==> src/rtl/gray_arb_pkg.sv <==
// Shared types and helpers for the round-robin gray decode arbiter.
// The winner search is written once here so the top stays a plain datapath.
package gray_arb_pkg;

    localparam int GRAY_W  = 4;
    localparam int MAX_REQ = 8;

    typedef enum logic {
        SLOT_EMPTY = 1'b0,
        SLOT_FULL  = 1'b1
    } slot_state_t;

    // First set bit of req searching ptr, ptr+1, ... wrapping at num_req; 0 if none.
    function automatic int rr_winner(input logic [MAX_REQ-1:0] req, input int ptr,
                                     input int num_req);
        int   idx;
        int   win;
        logic found;
        win   = 0;
        found = 1'b0;
        for (int i = 0; i < MAX_REQ; i++) begin
            idx = ptr + i;
            if (idx >= num_req) idx = idx - num_req;
            if (i < num_req && !found && req[idx]) begin
                win   = idx;
                found = 1'b1;
            end
        end
        return win;
    endfunction

endpackage

==> src/rtl/gray_to_binary.sv <==
// 4-bit combinational gray-to-binary converter.
// Each binary bit is the gray bit XORed with the next-higher binary bit.
module gray_to_binary (
    input  logic [3:0] gray,
    output logic [3:0] binary
);

    assign binary[3] = gray[3];
    assign binary[2] = gray[2] ^ binary[3];
    assign binary[1] = gray[1] ^ binary[2];
    assign binary[0] = gray[0] ^ binary[1];

endmodule

==> src/rtl/gray_decode_arbiter.sv <==
// Round-robin arbiter sharing one gray_to_binary converter among NUM_REQ sources,
// with a single registered valid/ready output slot tagged by requester index.
//
//   state      | meaning
//   SLOT_EMPTY | no result held, out_valid=0, next request is granted at once
//   SLOT_FULL  | result held on out_binary/out_id until out_ready pops it
module gray_decode_arbiter
    import gray_arb_pkg::*;
#(
    parameter  int NUM_REQ = 4,
    localparam int ID_W    = $clog2(NUM_REQ)
) (
    input  logic                      clk,
    input  logic                      rst,
    input  logic [NUM_REQ-1:0]        req,
    input  logic [GRAY_W*NUM_REQ-1:0] req_gray,
    output logic [NUM_REQ-1:0]        gnt,
    output logic                      out_valid,
    input  logic                      out_ready,
    output logic [GRAY_W-1:0]         out_binary,
    output logic [ID_W-1:0]           out_id,
    output logic                      busy
);

    slot_state_t       slot_state_q;
    slot_state_t       slot_state_d;
    logic [ID_W-1:0]   ptr_q;
    logic [ID_W-1:0]   win_id;
    logic [GRAY_W-1:0] gray_sel;
    logic [GRAY_W-1:0] bin_sel;
    logic              slot_free;
    logic              grant_fire;

    assign win_id     = ID_W'(rr_winner(MAX_REQ'(req), int'(ptr_q), NUM_REQ));
    assign slot_free  = (slot_state_q == SLOT_EMPTY) || out_ready;
    assign grant_fire = !rst && slot_free && (|req);

    always_comb begin
        gray_sel = '0;
        for (int i = 0; i < NUM_REQ; i++) begin
            if (ID_W'(i) == win_id) gray_sel = req_gray[i*GRAY_W +: GRAY_W];
        end
    end

    gray_to_binary u_gray_to_binary (
        .gray   (gray_sel),
        .binary (bin_sel)
    );

    always_ff @(posedge clk) begin
        if (rst) begin
            slot_state_q <= SLOT_EMPTY;
            ptr_q        <= '0;
            out_binary   <= '0;
            out_id       <= '0;
        end else begin
            slot_state_q <= slot_state_d;
            if (grant_fire) begin
                out_binary <= bin_sel;
                out_id     <= win_id;
                ptr_q      <= (win_id == ID_W'(NUM_REQ - 1)) ? '0 : win_id + ID_W'(1);
            end
        end
    end

    always_comb begin
        slot_state_d = slot_state_q;
        if (grant_fire) begin
            slot_state_d = SLOT_FULL;
        end else if (slot_state_q == SLOT_FULL && out_ready) begin
            slot_state_d = SLOT_EMPTY;
        end
    end

    always_comb begin
        gnt = '0;
        if (grant_fire) gnt[win_id] = 1'b1;
        out_valid = (slot_state_q == SLOT_FULL);
        busy      = out_valid;
    end

endmodule

==> config.mk <==
export PLATFORM = sky130hd
export DESIGN_NAME = gray_decode_arbiter
export DESIGN_NICKNAME = d
export VERILOG_FILES = /design/src/rtl/gray_arb_pkg.sv /design/src/rtl/gray_to_binary.sv /design/src/rtl/gray_decode_arbiter.sv
export SDC_FILE = /design/constraint.sdc
export NUM_CORES = 1
export LEC_CHECK = 0
export ABC_AREA = 1
export CORE_UTILIZATION = 42
export DETAILED_ROUTE_END_ITERATION = 10
export PLACE_DENSITY = 0.87
export SYNTH_ARGS = -nofsm -noshare
export SYNTH_HDL_FRONTEND = slang
export SYNTH_SLANG_ARGS = --single-unit
==> constraint.sdc <==
create_clock -name clk -period 2.95 [get_ports clk]
set_input_delay 0.59 -clock clk [delete_from_list [all_inputs] [get_ports clk]]
set_output_delay 0.59 -clock clk [all_outputs]
set_load 0.01 [all_outputs]
# Word-level counts from Yosys, hierarchy flattened
# Cells that the tools add are included.
# Widths: inputs -> output; s select.
[word_totals]
regBits = 9
latchBits = 0
ramBits = 0
mem_bits_ro = 0
input_bits = 23
out_inout_bits = 12
wordCells = 78
memories = 0
[op_classes]
add_sub_neg = 8
mul = 0
div = 0
n_lt_le_gt_ge = 10
eq_ne = 4
n_shift = 0
n_mux = 33
bitwise_logic = 4
reduce_logical = 15
[op_table]
columns = ["cell", "count"]
rows = [
  ["$lt 32x5->1 const B", 4],
  ["$mux 32", 4],
  ["$mux 4", 5],
  ["$mux 1", 14],
  ["$bmux 1 s3", 4],
  ["$sub 3x3->4 const B", 3],
  ["$mux 2", 5],
  ["$ge 3x3->1 const B", 3],
  ["$logic_and 1x1->1", 7],
  ["$add 2x2->3 const B", 2],
  ["$eq 2x2->1 const A", 2],
  ["$logic_not 1->1", 4],
  ["$reduce_or 4->1", 1],
  ["$sub 2x3->4 const B", 1],
  ["$add 2x1->3 const B", 1],
  ["$ge 2x3->1 const B", 1],
  ["$lt 2x3->1 const B", 1],
  ["$xor 1x1->1", 3],
  ["$add 2x1->2 const B", 1],
  ["$demux 1 s2", 1],
  ["$eq 1x2->1 const A", 1],
  ["$eq 2x2->1 const B", 1],
  ["$ge 2x1->1 const B", 1],
  ["$logic_not 2->1", 1],
  ["3 further kinds", 3],
]

# Depth between registers and ports, before layout
# Gate-level depths: netlist of the first run.
[logic_depth]
word_depth = 23
depth_mapped = 23
depth_no_buf = 23

# Hierarchy
# A second synthesis of the first run with hierarchy kept.
[unflattened]
hier_cells = 154
hier_area_um2 = 920.9
[by_module_without_submodules]
columns = ["mod", "instances", "cells_each", "area_per_inst_um2", "seq_area_each_um2"]
rows = [
  ["gray_decode_arbiter", 1, 136, 827.0, 180.2],
  ["gray_to_binary", 1, 18, 93.8, 0.0],
]

# Worst setup path after synthesis of the first run
# Ideal clock, no wire load.
[synth_timing]
path_type = "input -> register"
from = "in req[1]"
to = "reg out_binary[0]"
setup_time_ns = 0.064
arrival_time_ns = 2.348
required_time_ns = 2.886
setup_slack_ns = 0.538
path_stages = 21
path_buffers = 0
cell_sequence = "inv_1 o21ai_0 nand2_1 nand2_2 nand3_2 nand2_1 nand2_1 nand2_2 inv_1 ha_1 inv_2 nor2_1 nor2_1 nand2_1 nand2_1 nand2_1 nand3_1 nand3_1 nand2_1 inv_1 nor2_1"
[synth_via]
elab_chain_cells = 21
word_cells_on_any_way = 38
classes_between = "eq/ne: 3; mux: 23; bitwise: 3; reduce/logical: 9"
[synth_lines]
columns = ["item", "line_no", "source"]
rows = [
  ["from (decl)", "gray_decode_arbiter.sv:15", "input logic [NUM_REQ-1:0] req,"],
  ["$bmux 1 s3", "gray_arb_pkg.sv:24", "if (i < num_req && !found && req[idx]) begin"],
  ["$mux 1 (implied by the code) (2 in series)", "gray_arb_pkg.sv:24", ""],
  ["$mux 1", "gray_arb_pkg.sv:24", ""],
  ["$logic_not 1->1", "gray_arb_pkg.sv:24", ""],
  ["$logic_and 1x1->1", "gray_arb_pkg.sv:24", ""],
  ["$mux 1", "gray_arb_pkg.sv:24", ""],
  ["$logic_not 1->1", "gray_arb_pkg.sv:24", ""],
  ["$logic_and 1x1->1", "gray_arb_pkg.sv:24", ""],
  ["[... 3 more ...]", "n/a", ""],
  ["$mux 2 (*)", "gray_arb_pkg.sv:24", ""],
  ["named net win_id[0]", "gray_decode_arbiter.sv:28", "logic [ID_W-1:0] win_id;"],
  ["$logic_not 2->1", "gray_decode_arbiter.sv:41", "if (ID_W'(i) == win_id) gray_sel = req_gray[i*GRAY_W +: GRAY_W];"],
  ["$mux 4 (3 in series)", "gray_decode_arbiter.sv:41", ""],
  ["$mux 4 (*)", "gray_decode_arbiter.sv:41", ""],
  ["$xor 1x1->1", "gray_to_binary.sv:9", "assign binary[2] = gray[2] ^ binary[3];"],
  ["$xor 1x1->1", "gray_to_binary.sv:10", "assign binary[1] = gray[1] ^ binary[2];"],
  ["$xor 1x1->1 (*)", "gray_to_binary.sv:11", "assign binary[0] = gray[0] ^ binary[1];"],
  ["to (signal assigned)", "gray_decode_arbiter.sv:59", "out_binary <= bin_sel;"],
  ["to (decl)", "gray_decode_arbiter.sv:20", "output logic [GRAY_W-1:0] out_binary,"],
]
# Mark *: on every way through the listed nets, which the timed path passes. The rest lies on a longest branch. The select of a mux whose other input is x is not followed.
# A chain may end at the register's enable or synchronous reset.

# Worst setup path after layout of the first run
[layout_timing]
from = "in req[2]"
to = "out gnt[3]"
[layout_via]
elab_chain_cells = 18
word_cells_on_any_way = 33
classes_between = "order compare: 2; mux: 22; reduce/logical: 9"
[layout_lines]
columns = ["item", "line_no", "source"]
rows = [
  ["$bmux 1 s3", "gray_arb_pkg.sv:24", ""],
  ["$mux 1 (implied by the code) (2 in series)", "gray_arb_pkg.sv:24", ""],
  ["$mux 1", "gray_arb_pkg.sv:24", ""],
  ["$logic_not 1->1", "gray_arb_pkg.sv:24", ""],
  ["$logic_and 1x1->1", "gray_arb_pkg.sv:24", ""],
  ["$mux 1", "gray_arb_pkg.sv:24", ""],
  ["$logic_not 1->1", "gray_arb_pkg.sv:24", ""],
  ["$logic_and 1x1->1", "gray_arb_pkg.sv:24", ""],
  ["[... 2 more ...]", "n/a", ""],
  ["$logic_and 1x1->1", "gray_arb_pkg.sv:24", ""],
  ["$mux 2 (*)", "gray_arb_pkg.sv:24", ""],
  ["named net win_id[0]", "gray_decode_arbiter.sv:28", ""],
  ["$lt 2x3->1 (implied by the code) / $ge 2x1->1 (equally long branches)", "gray_decode_arbiter.sv:77", "if (grant_fire) gnt[win_id] = 1'b1;"],
  ["$logic_and 1x1->1 (implied by the code)", "gray_decode_arbiter.sv:77", ""],
  ["$mux 1 (implied by the code)", "gray_decode_arbiter.sv:77", ""],
  ["$demux 1 s2 (*)", "gray_decode_arbiter.sv:77", ""],
  ["$mux 4 (*)", "gray_decode_arbiter.sv:77", ""],
  ["to (decl)", "gray_decode_arbiter.sv:17", "output logic [NUM_REQ-1:0] gnt,"],
]
# Marked as above.

==> results.md, run 1 <==
* Synth area leaders: dfxtp_1 21%, nand2_1 19%, nand3_1 8.8%
* Layout cell share with drive strength beyond 1 at 0.338
* First-pass GRT wire length at 3850 um
* Cells after Synth at 146
* Port buffer count at 34
* Ys flop type: dfxtp_1
* Placed inst area at 0.00133 mm2
* Die Wd at 47.2 um
* CTS Buf Count at 3
* Worst Path Max Fanout at 4
* RSZ-0062 raised after global routing: yes
* Leak at 0.749 nW
* Die height at 47.2 um
* Max Clock Freq at 344 MHz
* Post-synthesis sequential area ratio at 0.210
* CP Class: input pin to output port
* Power per standard cell area at 1030 mW/mm2
* Area Overhead vs Synth at 76.8%
* Synthesized Nets at 173
* End point of the worst hold path: out_binary[1]
* Sink Count at 9
* All-Layer GR Usage at 0.245
* Max clock buf depth at 2
* # fillers at 118
* CP required at 2.36 ns
* Worst-skew pair later-pin latency at 0.26 ns
* Final Hold Viols at 0
* Post-synth EDFFs at 0
* Worst hold stages at 2
* Antenna-violating nets left at 0
* Min Clock Period, post-route at 2.90 ns
* Count leader, synth: nand2_1
* Initial antenna violation count at 0
* Setup Skew at 0.00563 ns
* Worst Path Arrival at 2.31 ns
* GP Congestion at 0.891
* Flop-to-flop setup slack at 0.24 ns
* Yosys top cell area share at 0.210
* Die ar. at 0.00223 mm2
* Total routed wirelength at 3000 um
* CP Capture Type: output port
* Avg Cell Area, Syn at 5.87 um2
* Largest net degree at the start of global routing at 14
* Cell variety after synth at 25
* Number of H-tree levels at 1
* Cell area after layout at 0.00152 mm2
* N_diodes at 0
* Root Buffer: clkbuf_4
* Post-synth top cells: 44 x nand2_1, 19 x inv_1, 15 x nand3_1, 11 x nor2_1, 10 x a21oi_1
* CTS tree: built
* Max VDD drop at 725 uV
* 1st-pass router iterations at 7
* Max-slew violations at 0
* Starting density of the core at 0.471
* Startpoint Class: input pin
* Clock-pin slew on the worst setup and hold paths at 0.06 ns
* Hold_sp: out_binary[1]
* Reg2reg path depth at 22
* Routed wire length per instance at 13.3 um
* Reg area at 181 um2
* Multi-input logic area at 707 um2
* Initial DRC count at 39
* Post-Syn Area at 857 um2
* Site row count at 15
* Hold Buf Count CTS at 0
* Synth warn at 0
* HP Class: register to register
* Reg2reg end: out_binary[0]
* Synth Register Bits at 9
* Vias in the first global route at 982
* Max capacitance violation total at 0
* R2R Path Start: ptr_q[0]
* Vias at 1189
* Overflow after GRT at 0
* Worst slew pin tran at 0.420 ns
* Slew Limit Headroom at 0.719
* Cell taking the most area after synthesis: dfxtp_1
* Core area at 0.00182 mm2
* # DRC at 0
* Ports at 35
* Async set-reset flop share out of synthesis at 0
* Post-DP HPWL at 1990 um
* Nets at 229
* Final setup vio count at 0
* Via-to-Cell Ratio at 5.26
* Status: finished clean
* Utilization after layout at 0.832
* Crit share post-route at 0.984
## repair_timing
action	CTS	global route
gates resized for setup	18	38
pin swaps	2	12
setup buffers	1	3
hold endpoints to repair	0	0
endpoints found under the setup margin	5	7
## where the power goes
| group | switching [mW] | internal, mW | total, mW |
|---|---|---|---|
| combinational | 0.707 | 0.574 | 1.28 |
| sequential | 0.0331 | 0.155 | 0.188 |
| clock | 0.0462 | 0.0522 | 0.0984 |
## flip-flops by register name, indices dropped and copies added, names as in the netlist
name and flops:
out_binary 4, out_id 2, busy 1, ptr_q 2
## critical path, stage by stage
cell             delay [ns]
clkdlybuf4s50_1        0.48
inv_1                  0.07
nand2_2                0.10
nand3_4                0.09
nand2_4                0.07
inv_1                  0.06
nand2_1                0.06
nand2_1                0.04
nand2_1                0.07
nand2_2                0.06
nand2_4                0.12
ha_2                   0.20
inv_1                  0.06
nor2_1                 0.09
buf_2                  0.14
## worst max path at each step
stage / from / endpoint / slack [ns]
final: req[2] / gnt[3] / 0.05
after floorplan: req[1] / gnt[2] / 0.54
after global routing: req[2] / out_binary[0] / -0.14
after global placement: req[1] / gnt[2] / -0.37
after CTS: req[3] / gnt[1] / -0.05
after detailed placement: req[1] / gnt[0] / -0.51
## final cells by class
class	count	area share
Clock buffer	4	0.0173
Inverter	23	0.0603
Multi-Input combinational cell	111	0.467
Sequential cell	9	0.120
Tap cell	25	0.0206
Timing Repair Buffer	54	0.315
## stage by stage
stage | cells | power (mW) | worst slack, ns | hold WS, ns | setup TNS [ns]
final | 226 | 1.57 | 0.0460 | 0.470 | 0
after global routing | 226 | 1.69 | -0.144 | 0.486 | -0.427
after CTS | 223 | 1.30 | -0.0458 | 0.472 | -0.0514
after detailed placement | 218 | 1.19 | -0.507 | 0.463 | -2.54
after global placement | 218 | 1.15 | -0.370 | 0.455 | -1.70
after floorplan | 146 | 0.791 | 0.538 | 0.482 | 0
## cell families (layout without fill, tap and decap cells)
logic type	Yosys count	after routing	synth area share
xor+xnor	2	2	0.0204
flops	9	9	0.210
fa+ha+maj	4	4	0.0584
compound gates	24	24	0.161
buf+inv	26	81	0.127
simple gates	81	81	0.423
## layer usage
| layer | vias up | part of all wire | track usage |
|---|---|---|---|
| met1 | 555 | 0.40 | 0.261 |
| li1 | 576 | - | - |
| met3 | 10 | 0.054 | 0.0500 |
| met5 | - | 0 | 0 |
| met4 | 0 | 0.020 | 0.109 |
| met2 | 48 | 0.53 | 0.458 |
## layout by cell type, fill, tap and decap left out, types with 2 or more instances in the layout
master	Yosys	layout
buf_2	0	4
dfxtp_1	9	8
nand2_4	0	2
a21oi_1	10	7
nand3_4	0	3
inv_4	0	2
nand3_2	2	5
ha_4	0	3
clkdlybuf4s50_1	0	27
nor2_2	1	2
nand3_1	15	9
nand2_2	4	8
a21oi_2	2	5
inv_1	19	16
o21ai_2	1	3
nand2_1	44	38
nor2_1	11	10
o21ai_0	6	5
dlymetal6s2s_1	0	3
nand4_1	3	3
inv_2	4	5
clkbuf_4	0	3
buf_4	1	20
Note: power is estimated with default switching activity, not from simulation.
==> run 2: changes to the inputs <==
- RECOVER_POWER: default -> 50
==> results of run 2 <==
The final DEF is identical to that of run 1; final timing and power are the same.
==> run 3: changes to the inputs <==
- ABC_AREA: 1 -> default
- CORE_UTILIZATION: 42 -> 39
- PLACE_DENSITY: 0.87 -> default
- PLACE_DENSITY_LB_ADDON: default -> 0.15
==> results.md, run 3 <==
* Status: finished clean
* All-Layer GR Usage at 0.217
* Clock-pin slew on the worst setup and hold paths at 0.06 ns
* Avg Cell Area, Syn at 7.99 um2
* Die ar. at 0.00200 mm2
* Adder-cell share of the synthesized area at 0.0704
* CTS Buf Count at 3
* Via-to-Cell Ratio at 5.38
* CP Class: input pin to register
* Crit share post-route at 0.954
* Async set-reset flop share out of synthesis at 0
* Final Hold Viols at 0
* Total routed wirelength at 2100 um
* Die Wd at 44.7 um
* Cells after Synth at 89
* # fillers at 114
* Final setup vio count at 0
* CTS tree: built
* Yosys top cell area share at 0.254
* Post-DP HPWL at 1550 um
* Number of flip-flops in the largest register at 4
* R2R Path Start: ptr_q[1]
* CP Capture Type: register
* Simple-gate share of the synthesized area at 0.331
* Setup Skew at 0.00323 ns
* Reg2reg path depth at 12
* Largest family of logic cells by synthesized area: simple AND/OR/NAND/NOR gates
* Cell area after layout at 0.00133 mm2
* Power Total at 763 uW
* Met1 Use GR at 0.228
* Number of H-tree levels at 1
* First-pass GRT wire length at 3100 um
* Post-Syn Area at 711 um2
* Largest net degree at the start of global routing at 14
* Worst hold stages at 2
* Initial DRC count at 7
* CP required at 3.11 ns
* Overflow after GRT at 0
* Worst Path Arrival at 2.97 ns
* Reg2reg end: out_binary[0]
* 1st-pass router iterations at 4
* Initial antenna violation count at 0
* Layout cell share with drive strength beyond 1 at 0.268
* Power per standard cell area at 575 mW/mm2
* Cell variety after synth at 35
* Synthesized Nets at 116
* Setup WS post-layout at 0.136 ns
* Root Buffer: clkbuf_4
* Starting density of the core at 0.416
* Antenna-violating nets left at 0
* Worst-skew pair later-pin latency at 0.27 ns
* Placed inst area at 0.00116 mm2
* Largest regs: out_binary x4, out_id x2, ptr_q x2
* Commonest non-fill, non-tap cell in the layout: clkdlybuf4s50_1
* Met2 global-route usage at 0.397
* Ys flop type: dfxtp_1
* Post-synthesis sequential area ratio at 0.254
* Worst slew pin tran at 0.488 ns
* Port buffer count at 34
* Area Overhead vs Synth at 86.6%
* Max VDD drop at 341 uV
* Commonest cells after routing, fill and taps aside: 19 x clkdlybuf4s50_1, 14 x buf_4, 9 x dfxtp_1
* Max Clock Freq at 355 MHz
* Max clock buf depth at 2
* Post-synth EDFFs at 0
* N_diodes at 0
* Die height at 44.7 um
* Vias at 877
* Site row count at 15
* Setup crit start: req[0]
* Max capacitance violation total at 0
* Synth warn at 0
* Max-slew violations at 0
* Sink Count at 9
* Synth Register Bits at 9
* Count leader, synth: dfxtp_1
* GP Congestion at 0.818
* End point of the worst hold path: out_id[0]
* Dpl ws at -0.441 ns
* Synth area leaders: dfxtp_1 25%, nand3b_1 7.4%, ha_1 7.0%
* Worst Path Max Fanout at 5
* Flop-to-flop setup slack at 0.18 ns
* Slew Limit Headroom at 0.675
* Multiplexer share of the synthesized area at 0.0141
* # DRC at 0
* Cell taking the most area after synthesis: dfxtp_1
* Leak at 0.551 nW
* Nets at 166
* Post-synthesis xor/xnor area fraction at 0.0123
* Startpoint Class: input pin
* Vias in the first global route at 768
* Hold_sp: out_id[0]
* HP Class: register to register
* Min Clock Period, post-route at 2.81 ns
* Core area at 0.00171 mm2
* GRT Max-Usage Layer: met2
* Routed wire length per instance at 12.9 um
* Compound-Gate Fraction of Synth Area at 0.264
* Ports at 35
* Post-synth top cells: 9 x dfxtp_1, 8 x nand2_1, 7 x nand3b_1, 5 x inv_1, 5 x nor2_1
* Largest reg by FF count: out_binary
* Met3 Track Usage GR at 0.0776
[run 3: cell types whose count changed in the layout (fill, tap and decap cells not counted), moves of 5 or more]
cell / previous run / this run
a21oi_2: 5 / 0
buf_4: 20 / 14
clkdlybuf4s50_1: 27 / 19
dlygate4sd2_1: 0 / 5
dlygate4sd3_1: 0 / 8
inv_1: 16 / 5
inv_2: 5 / 0
nand2_1: 38 / 8
nand2_2: 8 / 0
nand3_1: 9 / 0
nand3_2: 5 / 0
nand3b_1: 0 / 7
nor2_1: 10 / 5
[run 3: what timing repair did]
action                                  4_1_cts  5_1_grt
endpoints found under the setup margin        6        7
gates cloned                                  0        0
pin swaps                                     3        5
buffers inserted                              1        1
hold buffers                                  0        0
gates resized for setup                      14       15
[run 3: final cells by class]
cell class	count	area, um2	share of cell area
multi-input combinational	71	622	0.469
sequential	9	180	0.136
inverter	5	18.8	0.0142
clock buffer	4	26.3	0.0198
tap	25	31.3	0.0236
timing repair buffer	49	448	0.338
[run 3: cells by family (layout without fill, tap and decap cells)]
kind of cell / Yosys count / count (layout)
AND/OR/NAND/NOR: 41 / 41
multiplexers: 1 / 1
flip-flops: 9 / 9
XOR/XNOR: 1 / 1
buffers and inverters: 9 / 58
AO/OA/AOI/OAI: 24 / 24
adder cells (fa/ha/maj): 4 / 4
[run 3: worst max-delay path: stages]
cell and delay [ns]:
dlygate4sd2_1 0.27, mux2i_1 0.15, nor2_1 0.08, nor3_2 0.20
buf_4 0.17, inv_1 0.07, ha_2 0.23, or2_4 0.28
a221oi_4 0.28, nor3_2 0.09, o2111ai_1 0.20, nor4bb_2 0.30
nand2_1 0.07
[run 3: per-stage QoR]
step	hold slack, ns	utilization	TNS (ns)	std cells
2_1_floorplan	0.481	-	0	89
3_3_place_gp	0.443	0.679	-1.63	157
3_5_place_dp	0.444	0.679	-1.96	157
4_1_cts	0.453	0.719	0	162
5_1_grt	0.462	0.777	-0.0154	163
6_report	0.445	0.777	0	163
[run 3: report_power, final]
part,internal (mW),total [mW],switching (mW),leakage (nW)
Combinational,0.258,0.492,0.234,0.461
Sequential,0.153,0.173,0.0199,0.0748
Clock,0.0523,0.0984,0.0461,0.0150
Total,0.463,0.763,0.300,0.551
[run 3: per-layer routing]
metal	routed length, um	vias up	part of all wire
li1	-	430	-
met1	861	418	0.41
met2	1120	25	0.53
met3	95	4	0.045
met4	26	0	0.012
met5	0	-	0
[run 3: worst max path at each step]
| stage | end | cells past startpoint |
|---|---|---|
| 5_1_grt | out_binary[0] | 13 |
| 3_3_place_gp | out_binary[0] | 13 |
| 4_1_cts | out_binary[1] | 13 |
| 6_report | out_binary[0] | 13 |
| 3_5_place_dp | out_binary[0] | 13 |
| 2_1_floorplan | out_binary[0] | 11 |
